[src/rtl/fuzzy_arbiter.sv]
// Round-robin arbiter that shares one fuzzy-logic coprocessor among NREQ requesters.
// Each grant runs a START/WAIT/RESP exchange with a timeout and returns a per-requester result pulse.
module fuzzy_arbiter #(
  parameter int NREQ    = 4,
  parameter int TIMEOUT = 31
) (
  input  logic              clk,
  input  logic              rst,
  input  logic [NREQ-1:0]   req,
  input  logic [8*NREQ-1:0] req_T,
  input  logic [8*NREQ-1:0] req_dT,
  input  logic [NREQ-1:0]   req_reg_mode,
  input  logic [NREQ-1:0]   req_dt_mode,
  output logic [NREQ-1:0]   gnt,
  output logic [NREQ-1:0]   rsp_valid,
  output logic [7:0]        rsp_G,
  output logic              rsp_err,
  output logic              busy,
  output logic              cp_start,
  output logic [7:0]        cp_T,
  output logic [7:0]        cp_dT,
  output logic              cp_reg_mode,
  output logic              cp_dt_mode,
  input  logic              cp_valid,
  input  logic [7:0]        cp_G,
  output logic [1:0]        dbg_state
);

  localparam int IW = $clog2(NREQ);

  // Handshake: req is a level held by the requester until its rsp_valid bit; it is
  // sampled only in IDLE. cp_start is a one-cycle command; cp_valid is honoured only
  // in WAIT, so stray or late DONE pulses are dropped.
  typedef enum logic [1:0] {
    ST_IDLE  = 2'd0,
    ST_START = 2'd1,
    ST_WAIT  = 2'd2,
    ST_RESP  = 2'd3
  } state_t;

  state_t          r_state, w_state;
  logic [NREQ-1:0] r_gnt, w_gnt;
  logic [NREQ-1:0] r_rsp_valid, w_rsp_valid;
  logic [7:0]      r_rsp_G, w_rsp_G;
  logic            r_rsp_err, w_rsp_err;
  logic            r_busy, w_busy;
  logic            r_cp_start, w_cp_start;
  logic [7:0]      r_cp_T, w_cp_T;
  logic [7:0]      r_cp_dT, w_cp_dT;
  logic            r_cp_reg_mode, w_cp_reg_mode;
  logic            r_cp_dt_mode, w_cp_dt_mode;
  logic [IW-1:0]   r_rr_ptr, w_rr_ptr;
  logic [IW-1:0]   r_owner, w_owner;
  logic [7:0]      r_cnt, w_cnt;

  logic [7:0]      w_op_T  [NREQ];
  logic [7:0]      w_op_dT [NREQ];
  logic            w_sel_found;
  logic [IW-1:0]   w_sel_idx;
  int              w_scan;
  logic [8:0]      w_cnt_inc;
  logic            w_timeout;

  for (genvar gi = 0; gi < NREQ; gi++) begin : g_unpack
    assign w_op_T[gi]  = req_T[8*gi +: 8];
    assign w_op_dT[gi] = req_dT[8*gi +: 8];
  end

  // Circular priority scan: first requesting index at or after r_rr_ptr.
  always_comb begin
    w_sel_found = 1'b0;
    w_sel_idx   = '0;
    w_scan      = 0;
    for (int k = 0; k < NREQ; k++) begin
      w_scan = int'(r_rr_ptr) + k;
      if (w_scan >= NREQ) w_scan = w_scan - NREQ;
      if (!w_sel_found && req[w_scan[IW-1:0]]) begin
        w_sel_found = 1'b1;
        w_sel_idx   = w_scan[IW-1:0];
      end
    end
  end

  assign w_cnt_inc = {1'b0, r_cnt} + 9'd1;
  assign w_timeout = (w_cnt_inc == 9'(TIMEOUT));

  always_comb begin
    w_state       = r_state;
    w_gnt         = r_gnt;
    w_rsp_valid   = '0;
    w_rsp_G       = r_rsp_G;
    w_rsp_err     = r_rsp_err;
    w_cp_start    = 1'b0;
    w_cp_T        = r_cp_T;
    w_cp_dT       = r_cp_dT;
    w_cp_reg_mode = r_cp_reg_mode;
    w_cp_dt_mode  = r_cp_dt_mode;
    w_rr_ptr      = r_rr_ptr;
    w_owner       = r_owner;
    w_cnt         = r_cnt;
    case (r_state)
      ST_IDLE: begin
        if (w_sel_found) begin
          w_state       = ST_START;
          w_owner       = w_sel_idx;
          w_gnt         = NREQ'(1) << w_sel_idx;
          w_cp_T        = w_op_T[w_sel_idx];
          w_cp_dT       = w_op_dT[w_sel_idx];
          w_cp_reg_mode = req_reg_mode[w_sel_idx];
          w_cp_dt_mode  = req_dt_mode[w_sel_idx];
          w_cp_start    = 1'b1;
        end
      end
      ST_START: begin
        w_cnt   = '0;
        w_state = ST_WAIT;
      end
      ST_WAIT: begin
        w_cnt = w_cnt_inc[7:0];
        // A DONE arriving on the timeout cycle still counts as success.
        if (cp_valid) begin
          w_rsp_G   = cp_G;
          w_rsp_err = 1'b0;
          w_state   = ST_RESP;
        end else if (w_timeout) begin
          w_rsp_G   = 8'd0;
          w_rsp_err = 1'b1;
          w_state   = ST_RESP;
        end
      end
      ST_RESP: begin
        w_rsp_valid = r_gnt;
        w_gnt       = '0;
        w_rr_ptr    = (r_owner == IW'(NREQ - 1)) ? '0 : r_owner + IW'(1);
        w_state     = ST_IDLE;
      end
      default: w_state = ST_IDLE;
    endcase
    w_busy = (w_state != ST_IDLE);
  end

  always_ff @(posedge clk) begin
    if (rst) begin
      r_state       <= ST_IDLE;
      r_gnt         <= '0;
      r_rsp_valid   <= '0;
      r_rsp_G       <= '0;
      r_rsp_err     <= 1'b0;
      r_busy        <= 1'b0;
      r_cp_start    <= 1'b0;
      r_cp_T        <= '0;
      r_cp_dT       <= '0;
      r_cp_reg_mode <= 1'b0;
      r_cp_dt_mode  <= 1'b0;
      r_rr_ptr      <= '0;
      r_owner       <= '0;
      r_cnt         <= '0;
    end else begin
      r_state       <= w_state;
      r_gnt         <= w_gnt;
      r_rsp_valid   <= w_rsp_valid;
      r_rsp_G       <= w_rsp_G;
      r_rsp_err     <= w_rsp_err;
      r_busy        <= w_busy;
      r_cp_start    <= w_cp_start;
      r_cp_T        <= w_cp_T;
      r_cp_dT       <= w_cp_dT;
      r_cp_reg_mode <= w_cp_reg_mode;
      r_cp_dt_mode  <= w_cp_dt_mode;
      r_rr_ptr      <= w_rr_ptr;
      r_owner       <= w_owner;
      r_cnt         <= w_cnt;
    end
  end

  assign gnt         = r_gnt;
  assign rsp_valid   = r_rsp_valid;
  assign rsp_G       = r_rsp_G;
  assign rsp_err     = r_rsp_err;
  assign busy        = r_busy;
  assign cp_start    = r_cp_start;
  assign cp_T        = r_cp_T;
  assign cp_dT       = r_cp_dT;
  assign cp_reg_mode = r_cp_reg_mode;
  assign cp_dt_mode  = r_cp_dt_mode;
  assign dbg_state   = r_state;

endmodule

[config.mk]
export PLATFORM = sky130hd
export DESIGN_NAME = fuzzy_arbiter
export DESIGN_NICKNAME = d
export VERILOG_FILES = /design/src/rtl/fuzzy_arbiter.sv
export SDC_FILE = /design/constraint.sdc
export NUM_CORES = 1
export LEC_CHECK = 0
export ABC_CLOCK_PERIOD_IN_PS = 1800
export BUFFER_PORTS_ARGS = -buffer_cell sky130_fd_sc_hd__buf_2
export CORE_ASPECT_RATIO = 0.5
export CORE_MARGIN = 1
export CORE_UTILIZATION = 42
export CTS_CLUSTER_DIAMETER = 200
export CTS_CLUSTER_SIZE = 25
export DETAILED_ROUTE_END_ITERATION = 10
export PLACE_DENSITY = 0.77
export SLEW_MARGIN = 20
export SYNTH_ARGS = -nofsm -noshare
export SYNTH_HDL_FRONTEND = slang
export SYNTH_SLANG_ARGS = --single-unit
[constraint.sdc]
create_clock -name clk -period 1.8 [get_ports clk]
set_input_delay 0.36 -clock clk [delete_from_list [all_inputs] [get_ports clk]]
set_output_delay 0.36 -clock clk [all_outputs]
set_load 0.01 [all_outputs]
Word-level counts from Yosys, hierarchy flattened
Index checks and enable logic that the tools add are counted.
{"block": "op_classes", "add_sub_neg": 9, "order_cmp": 10, "eq_ne": 6, "shift": 1, "muxes": 43, "n_bitwise": 3, "n_reduce_logical": 16}
{"cell": "8-bit two-way mux", "count": 6}
{"cell": "8-bit binary-select mux with 2-bit select", "count": 2}
{"cell": "2-bit two-way mux", "count": 12}
{"cell": "8-bit case mux with 2 select lines", "count": 1}
{"cell": "2-bit by 3-bit < comparator with 1-bit output, second input constant", "count": 5}
{"cell": "1-bit two-way mux", "count": 13}
{"cell": "1-bit binary-select mux with 2-bit select", "count": 6}
{"cell": "3-bit >= comparator, second input constant", "count": 4}
{"cell": "8-bit by 1-bit adder with 9-bit output, second input constant", "count": 1}
{"cell": "9-bit by 5-bit == test with 1-bit output, second input constant", "count": 1}
{"cell": "2-bit case mux with 4 select lines", "count": 1}
{"cell": "4-bit case mux with 2 select lines", "count": 1}
{"cell": "2-bit nonzero test", "count": 4}
{"cell": "2-bit by 1-bit subtractor with 2-bit output, second input constant", "count": 4}
{"cell": "2-bit by 2-bit adder with 3-bit output, second input constant", "count": 2}
{"cell": "2-bit == test, second input constant", "count": 3}
{"cell": "2-bit AND reduction", "count": 3}
{"cell": "4-bit two-way mux", "count": 1}
{"cell": "2-bit OR reduction", "count": 2}
{"cell": "1-bit by 2-bit left shift with 4-bit output, first input constant", "count": 1}
{"cell": "2-bit by 1-bit adder with 3-bit output, second input constant", "count": 1}
{"cell": "2-bit by 3-bit >= comparator with 1-bit output, second input constant", "count": 1}
{"cell": "1-bit logical AND", "count": 3}
{"cell": "1-bit logical NOT", "count": 3}
{"cell": "other kinds (6)", "count": 7}
{"block": "word_totals", "ff_bits": 51, "input_bits": 87, "out_inout_bits": 39, "elab_cells": 102}

Longest topological paths before layout
Gate-level depths: netlist of the first run.
{"block": "depth", "depth_word": 18, "mapped_depth": 8, "ltp_nobuf": 6}

Worst setup path after synthesis of the first run
OpenSTA, ideal clock, no wires.
{"block": "synth_path", "kind": "input to register", "startpoint": "input port req[1]", "endpoint": "register r_cp_T[4], in the netlist cp_T[4]", "setup_time_ps": 128, "arrival_ps": 1630, "required_ps": 1672, "slack_ps": 42, "stages": 7, "n_path_buf": 2, "cell_sequence": "buf_2 -> or3b_4 -> o221ai_4 -> buf_12 -> mux2_2 -> nand2_1 -> a21oi_1"}
{"block": "synth_between", "elab_chain_cells": 16, "elab_cells_between_ends": 27, "cone_classes": "19 x mux; 1 x bitwise; 7 x reduce/logical"}
{"element": "start: declaration", "line": "9", "source": "input logic [NREQ-1:0] req,"}
{"element": "1-bit binary-select mux with 2-bit select", "line": "77", "source": "if (!w_sel_found && req[w_scan[IW-1:0]]) begin"}
{"element": "1-bit two-way mux (not written as such)", "line": "77"}
{"element": "1-bit two-way mux", "line": "77"}
{"element": "1-bit logical NOT", "line": "77"}
{"element": "1-bit logical AND", "line": "77"}
{"element": "1-bit two-way mux", "line": "77"}
{"element": "1-bit logical NOT", "line": "77"}
{"element": "1-bit logical AND", "line": "77"}
{"element": "1-bit two-way mux", "line": "77"}
{"element": "1-bit logical NOT", "line": "77"}
{"element": "1-bit logical AND", "line": "77"}
{"element": "2-bit two-way mux", "line": "77"}
{"element": "2-bit inverter with 3-bit output (not written as such)", "line": "107", "source": "w_cp_T = w_op_T[w_sel_idx];"}
{"element": "8-bit binary-select mux with 2-bit select", "line": "107"}
{"element": "8-bit two-way mux (not written as such) (2 in series)", "line": "107"}
{"element": "end signal: assignment", "line": "166", "source": "r_cp_T <= w_cp_T;"}
{"element": "end: declaration", "line": "48", "source": "logic [7:0] r_cp_T, w_cp_T;"}
Several ways; a longest one is shown, not always the timed one. The select of a mux whose other input is x is not followed.
A chain may end at the register's enable or synchronous reset.

Worst setup path in the final report of the first run
{"block": "layout_path", "startpoint": "register r_rr_ptr[1]", "endpoint": "register r_cp_reg_mode, in the netlist cp_reg_mode"}
{"block": "layout_between", "elab_chain_cells": 16, "elab_cells_between_ends": 40, "cone_classes": "7 x add/sub; 4 x order compare; 22 x mux; 7 x reduce/logical"}
{"element": "start: declaration", "line": "52", "source": "logic [IW-1:0] r_rr_ptr, w_rr_ptr;"}
{"element": "start signal: assignment", "line": "170", "source": "r_rr_ptr <= w_rr_ptr;"}
{"element": "branches (longest 16 deep; another with 2-bit by 1-bit adder with 3-bit output)"}
{"element": "end signal: assignment", "line": "168", "source": "r_cp_reg_mode <= w_cp_reg_mode;"}
{"element": "end: declaration", "line": "50", "source": "logic r_cp_reg_mode, w_cp_reg_mode;"}
Several ways; the timed one is not identified. The select of a mux whose other input is x is not followed.

==> results of run 1 <==
[layout by cell type (no fill, tap or decap), drive strengths merged, types with 3 or more instances in the layout]
cell type and n:
a221oi 18, ha 7, nor2b 3, dfxtp 51, nand2 25, mux2 14
clkbuf 6, nor2 26, or2 4, o21ai 27, inv 9, mux2i 9
buf 153, a22oi 5, a22o 8, and2 4, a21oi 30
[power by group]
group	internal (W)	total [W]	leakage, nW	switching [W]
logic	0.000438	0.000941	1.22	0.000503
clock network	0.000514	0.000943	0.0669	0.000428
registers	0.00125	0.00131	0.418	0.0000604
[final cells by class]
class / instances / area share [%]
Sequential cell: 51 / 28.5
Clock buffer: 6 / 3.59
Multi-Input combinational cell: 212 / 40.1
Inverter: 9 / 0.941
Tap cell: 73 / 2.54
Timing Repair Buffer: 153 / 24.0
Clock inverter: 2 / 0.348
[layer usage]
metal	vias to the layer above	global-route usage [%]	wire, um
li1	1358	-	-
met1	1291	26.9	3160
met2	79	38.8	3520
met3	10	5.42	351
met4	0	6.77	102
met5	-	0	0
[metrics by stage]
step | instance area, um2 | cells | setup TNS [ns] | hold WS [ns]
2_1_floorplan | 2590 | 290 | 0 | 0.440
3_3_place_gp | 3430 | 498 | -0.473 | 0.448
3_5_place_dp | 3430 | 498 | -0.585 | 0.451
4_1_cts | 3580 | 506 | 0 | 0.279
5_1_grt | 3590 | 506 | 0 | 0.278
6_report | 3590 | 506 | 0 | 0.281
[critical path: cells and delay by family, from the launching register on]
kind                   cells  cell delay (ns)
buffers and inverters      1             0.20
and+or+nand+nor            2             0.51
muxes                      1             0.36
DFF                        1             0.38
AOI/OAI and AO/OA          2             0.15
[final timing paths]
kind	from	to
hold / removal	cp_G[4]	rsp_G[4]
setup / recovery	r_rr_ptr[1]	cp_reg_mode
setup reg to reg	r_rr_ptr[1]	cp_reg_mode
hold reg to reg	rsp_G[3]	rsp_G[3]
[cell families (layout without fill, tap and decap cells)]
family	Yosys count	after routing
flops	51	51
mux	23	23
fa+ha+maj	7	7
compound gates	106	106
buf+inv	27	170
xor+xnor	1	1
simple gates	75	75
[cell usage after synthesis, types with 2 or more instances]
library cell	instances	area, um2
a21oi_1	30	150
a221oi_1	18	158
a22o_1	8	70.1
a22oi_1	5	37.5
a32o_1	2	20.0
and2_1	4	25.0
and3_1	2	12.5
buf_2	7	35.0
buf_4	2	15.0
clkbuf_1	7	26.3
dfxtp_1	51	1020
ha_1	7	87.6
inv_1	9	33.8
mux2_2	14	158
mux2i_1	9	90.1
nand2_1	25	93.8
nand3_1	2	10.0
nor2_1	26	97.6
nor2b_1	3	18.8
nor3b_1	2	15.0
o211a_1	2	20.0
o21ai_0	27	135
or2_0	4	25.0
[flip-flops by register name, indices dropped and copies added (netlist names), 4 cells and up]
name       count
rsp_G          8
rsp_valid      4
gnt            4
r_cnt          8
cp_dT          8
cp_T           8
==> impl_metrics.env, run 1 <==
export IMPL_layout_setup_ws_ns=0.0817
export IMPL_average_instance_area_after_synthesis_um2=8.93
export IMPL_synthXorXnorAreaFrac_pct=0.338
export IMPL_vias=2738
export IMPL_final_core_util_pct=62.9
export IMPL_timing_final_max_slew_violations=0
export IMPL_synth_compound_gate_area_share_pct=28.1
export IMPL_grt_ovfl_total=0
export IMPL_max_vdd_ir_drop_mv=0.483
export IMPL_mappedNetlistArea_um2=2590
export IMPL_vias_per_cell=5.41
export IMPL_pre_cts_ws_ns=-0.0619
export IMPL_synth_mux_area_share_pct=9.57
export IMPL_leakage_nw=1.70
export IMPL_synth_top_family_by_area="compound AO/OA/AOI/OAI gates"
export IMPL_routed_wire_length_per_instance_um=14.1
export IMPL_grt_start_max_net_pins=23
export IMPL_run_status="complete, no violations"
export IMPL_drt_antenna_net_count=0
export IMPL_setup_violations_final=0
export IMPL_skew_ns=0.00586
export IMPL_cts_hold_buffers_added=0
export IMPL_fp_dieW_um=113
export IMPL_synth_simple_gate_area_share_pct=13.7
export IMPL_synth_seq_cells=51
export IMPL_maximum_buffer_depth_of_the_clock_tree=2
export IMPL_max_slew_worst_pin_slew_ns=0.667
export IMPL_drcViolationCount=0
export IMPL_critical_path_max_stage_delay_ns=0.42
export IMPL_layout_area_overhead_vs_synth_pct=38.7
export IMPL_timing_fmax_mhz=582
export IMPL_nets=526
export IMPL_total_power_w=0.00319
export IMPL_holdPathStages=2
export IMPL_floorplan_die_area_um2=6500
export IMPL_final_hold_viol_count=0
export IMPL_crit_slowest_cell="or3b_4"
export IMPL_finalCritPeriodShare_pct=95.5
export IMPL_core_region_area_um2=5710
export IMPL_cts_htree_levels=2
export IMPL_synth_seq_area_share_pct=39.4
export IMPL_cts_post_setup_buffers_inserted=0
export IMPL_totalWireLength_um=7140
export IMPL_cellPowerDensity_nw_per_um2=890
export IMPL_maxSlewHeadroom_pct=55.3
export IMPL_ctsRootBufferMaster="clkbuf_16"
export IMPL_worstSkewPairLatency_ns=0.29
export IMPL_synth_fa_ha_area_share_pct=3.38
export IMPL_drt_iter0_drc=198
export IMPL_die_h_um=57.5
export IMPL_worstRegToRegCells=6
export IMPL_arrival_ns=1.89
export IMPL_hold_class="input pin to flip-flop"
export IMPL_number_of_antenna_violations_at_the_first_check_in_global_routing=0
export IMPL_cts_clk_slew_worst_paths_ns=0.07
export IMPL_setup_worst_path_class="flip-flop to flip-flop"
export IMPL_netlist_instances=290
export IMPL_detailedRoute_firstPassIterationCount=4
export IMPL_n_antenna_cell=0
export IMPL_number_of_global_route_vias_before_repair=2423
export IMPL_synth_top_flop_cell="dfxtp_1"
export IMPL_grt_setup_unrepaired="false"
export IMPL_synth_fp_nets=384
export IMPL_globalRouteTotalUtil_pct=22.0
export IMPL_grt_first_pass_wirelength_um=11200
export IMPL_cts_tree="built"
export IMPL_async_flop_share_pct=0
export IMPL_multiInputGateArea_um2=1440
export IMPL_timing_max_cap_violations=0
export IMPL_routabilityCongestion=0.900
export IMPL_number_of_synthesized_flops_with_an_enable_pin=0
export IMPL_worstSetupEndpointType="flip-flop"
export IMPL_period_needed_ns=1.72
export IMPL_synth_cell_type_count=47
export IMPL_row_count=19
export IMPL_io_pins=126
export IMPL_cts_sinks=51
export IMPL_worstPathMaxFanout=19
export IMPL_cp_cell_sequence="or3b_4 > o221ai_4 > buf_12 > mux2_2 > nand2_1 > a21oi_1"
export IMPL_post_cts_resized=2
export IMPL_ys_warn_count=0
export IMPL_worstSetupStartpointType="flip-flop"
export IMPL_final_layout_size_suffix_gt1_share_pct=42.5
export IMPL_dp_hpwl_um=5250
export IMPL_tritoncts_buffers=5
export IMPL_start_util_pct=45.4
export IMPL_ff_latch_area_um2=1020
export IMPL_reg2reg_setup_slack_ns=0.08
export IMPL_layout_filler_cells=479
export IMPL_cp_data_required_time_ns=1.97
export IMPL_numPortBuffers=125
No activity file was read; power rests on OpenSTA's default activity.
==> inputs of run 2 (changes only) <==
Settings changed: ABC_CLOCK_PERIOD_IN_PS 1800 to not set.
Clock period 1.8 ns to 1.4 ns, I/O delays scaled along.
==> impl_metrics.env, run 2 (synthesis results as in run 1) <==
export IMPL_numPortBuffers=125
export IMPL_finalCritPeriodShare_pct=117
export IMPL_combPwrFrac_pct=33.5
export IMPL_die_h_um=57.5
export IMPL_final_hold_viol_count=0
export IMPL_tritoncts_buffers=5
export IMPL_grt_ovfl_total=0
export IMPL_globalRouteTotalUtil_pct=25.4
export IMPL_worstSetupStartpointType="flip-flop"
export IMPL_worst_hold_slack_ns=0.199
export IMPL_p_int_w=0.00298
export IMPL_skew_ns=0.00586
export IMPL_drt_antenna_net_count=0
export IMPL_cp_data_required_time_ns=1.57
export IMPL_max_vdd_ir_drop_mv=0.718
export IMPL_crit_slowest_cell="or3b_4"
export IMPL_nets=540
export IMPL_final_layout_size_suffix_gt1_share_pct=52.8
export IMPL_most_common_layout_cells="buf_2, dfxtp_1, buf_4"
export IMPL_wl_met2_um=4410
export IMPL_cts_clk_slew_worst_paths_ns=0.07
export IMPL_ctsRootBufferMaster="clkbuf_16"
export IMPL_total_power_w=0.00438
export IMPL_layout_cells_most_common="buf_2"
export IMPL_place_area_um2=3610
export IMPL_totalWireLength_um=8370
export IMPL_run_status="complete, but fails checks"
export IMPL_number_of_global_route_vias_before_repair=2939
export IMPL_drt_iter0_drc=134
export IMPL_number_of_antenna_violations_at_the_first_check_in_global_routing=0
export IMPL_critical_path_max_stage_delay_ns=0.39
export IMPL_grt_first_pass_wirelength_um=13200
export IMPL_hold_class="input pin to flip-flop"
export IMPL_maxSlewHeadroom_pct=66.4
export IMPL_routed_wire_length_per_instance_um=16.1
export IMPL_vias_per_cell=5.61
export IMPL_worstSkewPairLatency_ns=0.29
export IMPL_grt_setup_unrepaired="true"
export IMPL_layout_area_overhead_vs_synth_pct=53.2
export IMPL_floorplan_die_area_um2=6500
export IMPL_timing_max_cap_violations=0
export IMPL_design_area_um2=3970
export IMPL_setup_violations_final=31
export IMPL_start_util_pct=45.4
export IMPL_maximum_buffer_depth_of_the_clock_tree=2
export IMPL_drcViolationCount=0
export IMPL_fp_dieW_um=113
export IMPL_max_slew_worst_pin_slew_ns=0.502
export IMPL_final_core_util_pct=69.5
export IMPL_routabilityCongestion=0.793
export IMPL_cts_htree_levels=2
export IMPL_vias=2916
export IMPL_cts_tree="built"
export IMPL_layout_filler_cells=441
export IMPL_setup_worst_path_class="flip-flop to flip-flop"
export IMPL_worst_path_buf_inv=1
export IMPL_setup_total_negative_slack_ns=-5.27
export IMPL_cellPowerDensity_nw_per_um2=1100
export IMPL_top_layer="met4"
export IMPL_dr_wl_met3_um=504
export IMPL_timing_final_max_slew_violations=0
export IMPL_power_net_switching_w=0.00140
export IMPL_dp_hpwl_um=6110
export IMPL_layout_setup_ws_ns=-0.243
export IMPL_wirelength_met1_um=3270
export IMPL_io_pins=126
export IMPL_arrival_ns=1.81
export IMPL_switching_share_pct=31.9
export IMPL_row_count=19
export IMPL_cts_sinks=51
export IMPL_power_clock_fraction_pct=27.7
export IMPL_period_needed_ns=1.64
export IMPL_worstPathMaxFanout=19
export IMPL_worstSetupEndpointType="flip-flop"
export IMPL_cp_top_family="simple AND/OR/NAND/NOR gates"
export IMPL_cp_cell_sequence="or3b_4 > o221ai_4 > buf_12 > mux2_2 > nand2_1 > a21oi_1"
export IMPL_detailedRoute_firstPassIterationCount=5
export IMPL_timing_fmax_mhz=609
export IMPL_violated_checks="setup timing"
export IMPL_grt_start_max_net_pins=20
export IMPL_seq_power_share_pct=38.8
export IMPL_leakage_nw=1.86
export IMPL_core_region_area_um2=5710
export IMPL_n_antenna_cell=0
==> run 2: routing by layer <==
layer	track usage (%)	vias to the layer above
met4	10.5	0
li1	-	1383
met3	6.59	21
met2	46.9	120
met5	0	-
met1	28.5	1392
==> run 2: power by group through the flow <==
stage | combinational (W) | clock, W | sequential [W]
final | 0.00147 | 0.00121 | 0.00170
after global routing | 0.00160 | 0.00129 | 0.00172
after CTS | 0.00138 | 0.00123 | 0.00170
after detailed placement | 0.00132 | 0 | 0.00172
after global placement | 0.00126 | 0 | 0.00172
after floorplan | 0.000659 | 0 | 0.00180
==> run 2: path summary, 6_finish.rpt <==
| path | start | to | slack, ns | cells after the start |
|---|---|---|---|---|
| hold / removal | cp_G[5] | rsp_G[5] | 0.20 | 2 |
| hold reg to reg | rsp_G[3] | rsp_G[3] | 0.47 | 1 |
| setup reg to reg | r_rr_ptr[1] | cp_T[3] | -0.24 | 6 |
| setup / recovery | r_rr_ptr[1] | cp_T[3] | -0.24 | 6 |
==> run 2: cell type report <==
| cell class | count | area (um2) | area share (%) |
|---|---|---|---|
| multi-input cells | 212 | 1670 | 42.0 |
| repair buffers | 167 | 995 | 25.1 |
| clock buffers | 5 | 125 | 3.15 |
| clock inverters | 3 | 18.8 | 0.473 |
| well taps | 73 | 91.3 | 2.30 |
| flip-flops and latches | 51 | 1030 | 26.1 |
| inverters | 9 | 36.3 | 0.915 |
==> run 2: metrics by stage <==
stage / setup slack [ns] / cells
4_1_cts: -0.243 / 518
5_1_grt: -0.310 / 520
3_3_place_gp: -0.257 / 509
2_1_floorplan: -0.230 / 290
6_report: -0.243 / 520
3_5_place_dp: -0.333 / 509
==> run 2: repair_timing <==
action                                  4_1_cts  5_1_grt
gates resized for setup                      19       23
pin swaps                                    10       11
endpoints found under the setup margin       35       42
hold buffers                                  0        0
setup buffers                                 1        2
gates cloned                                  0        0
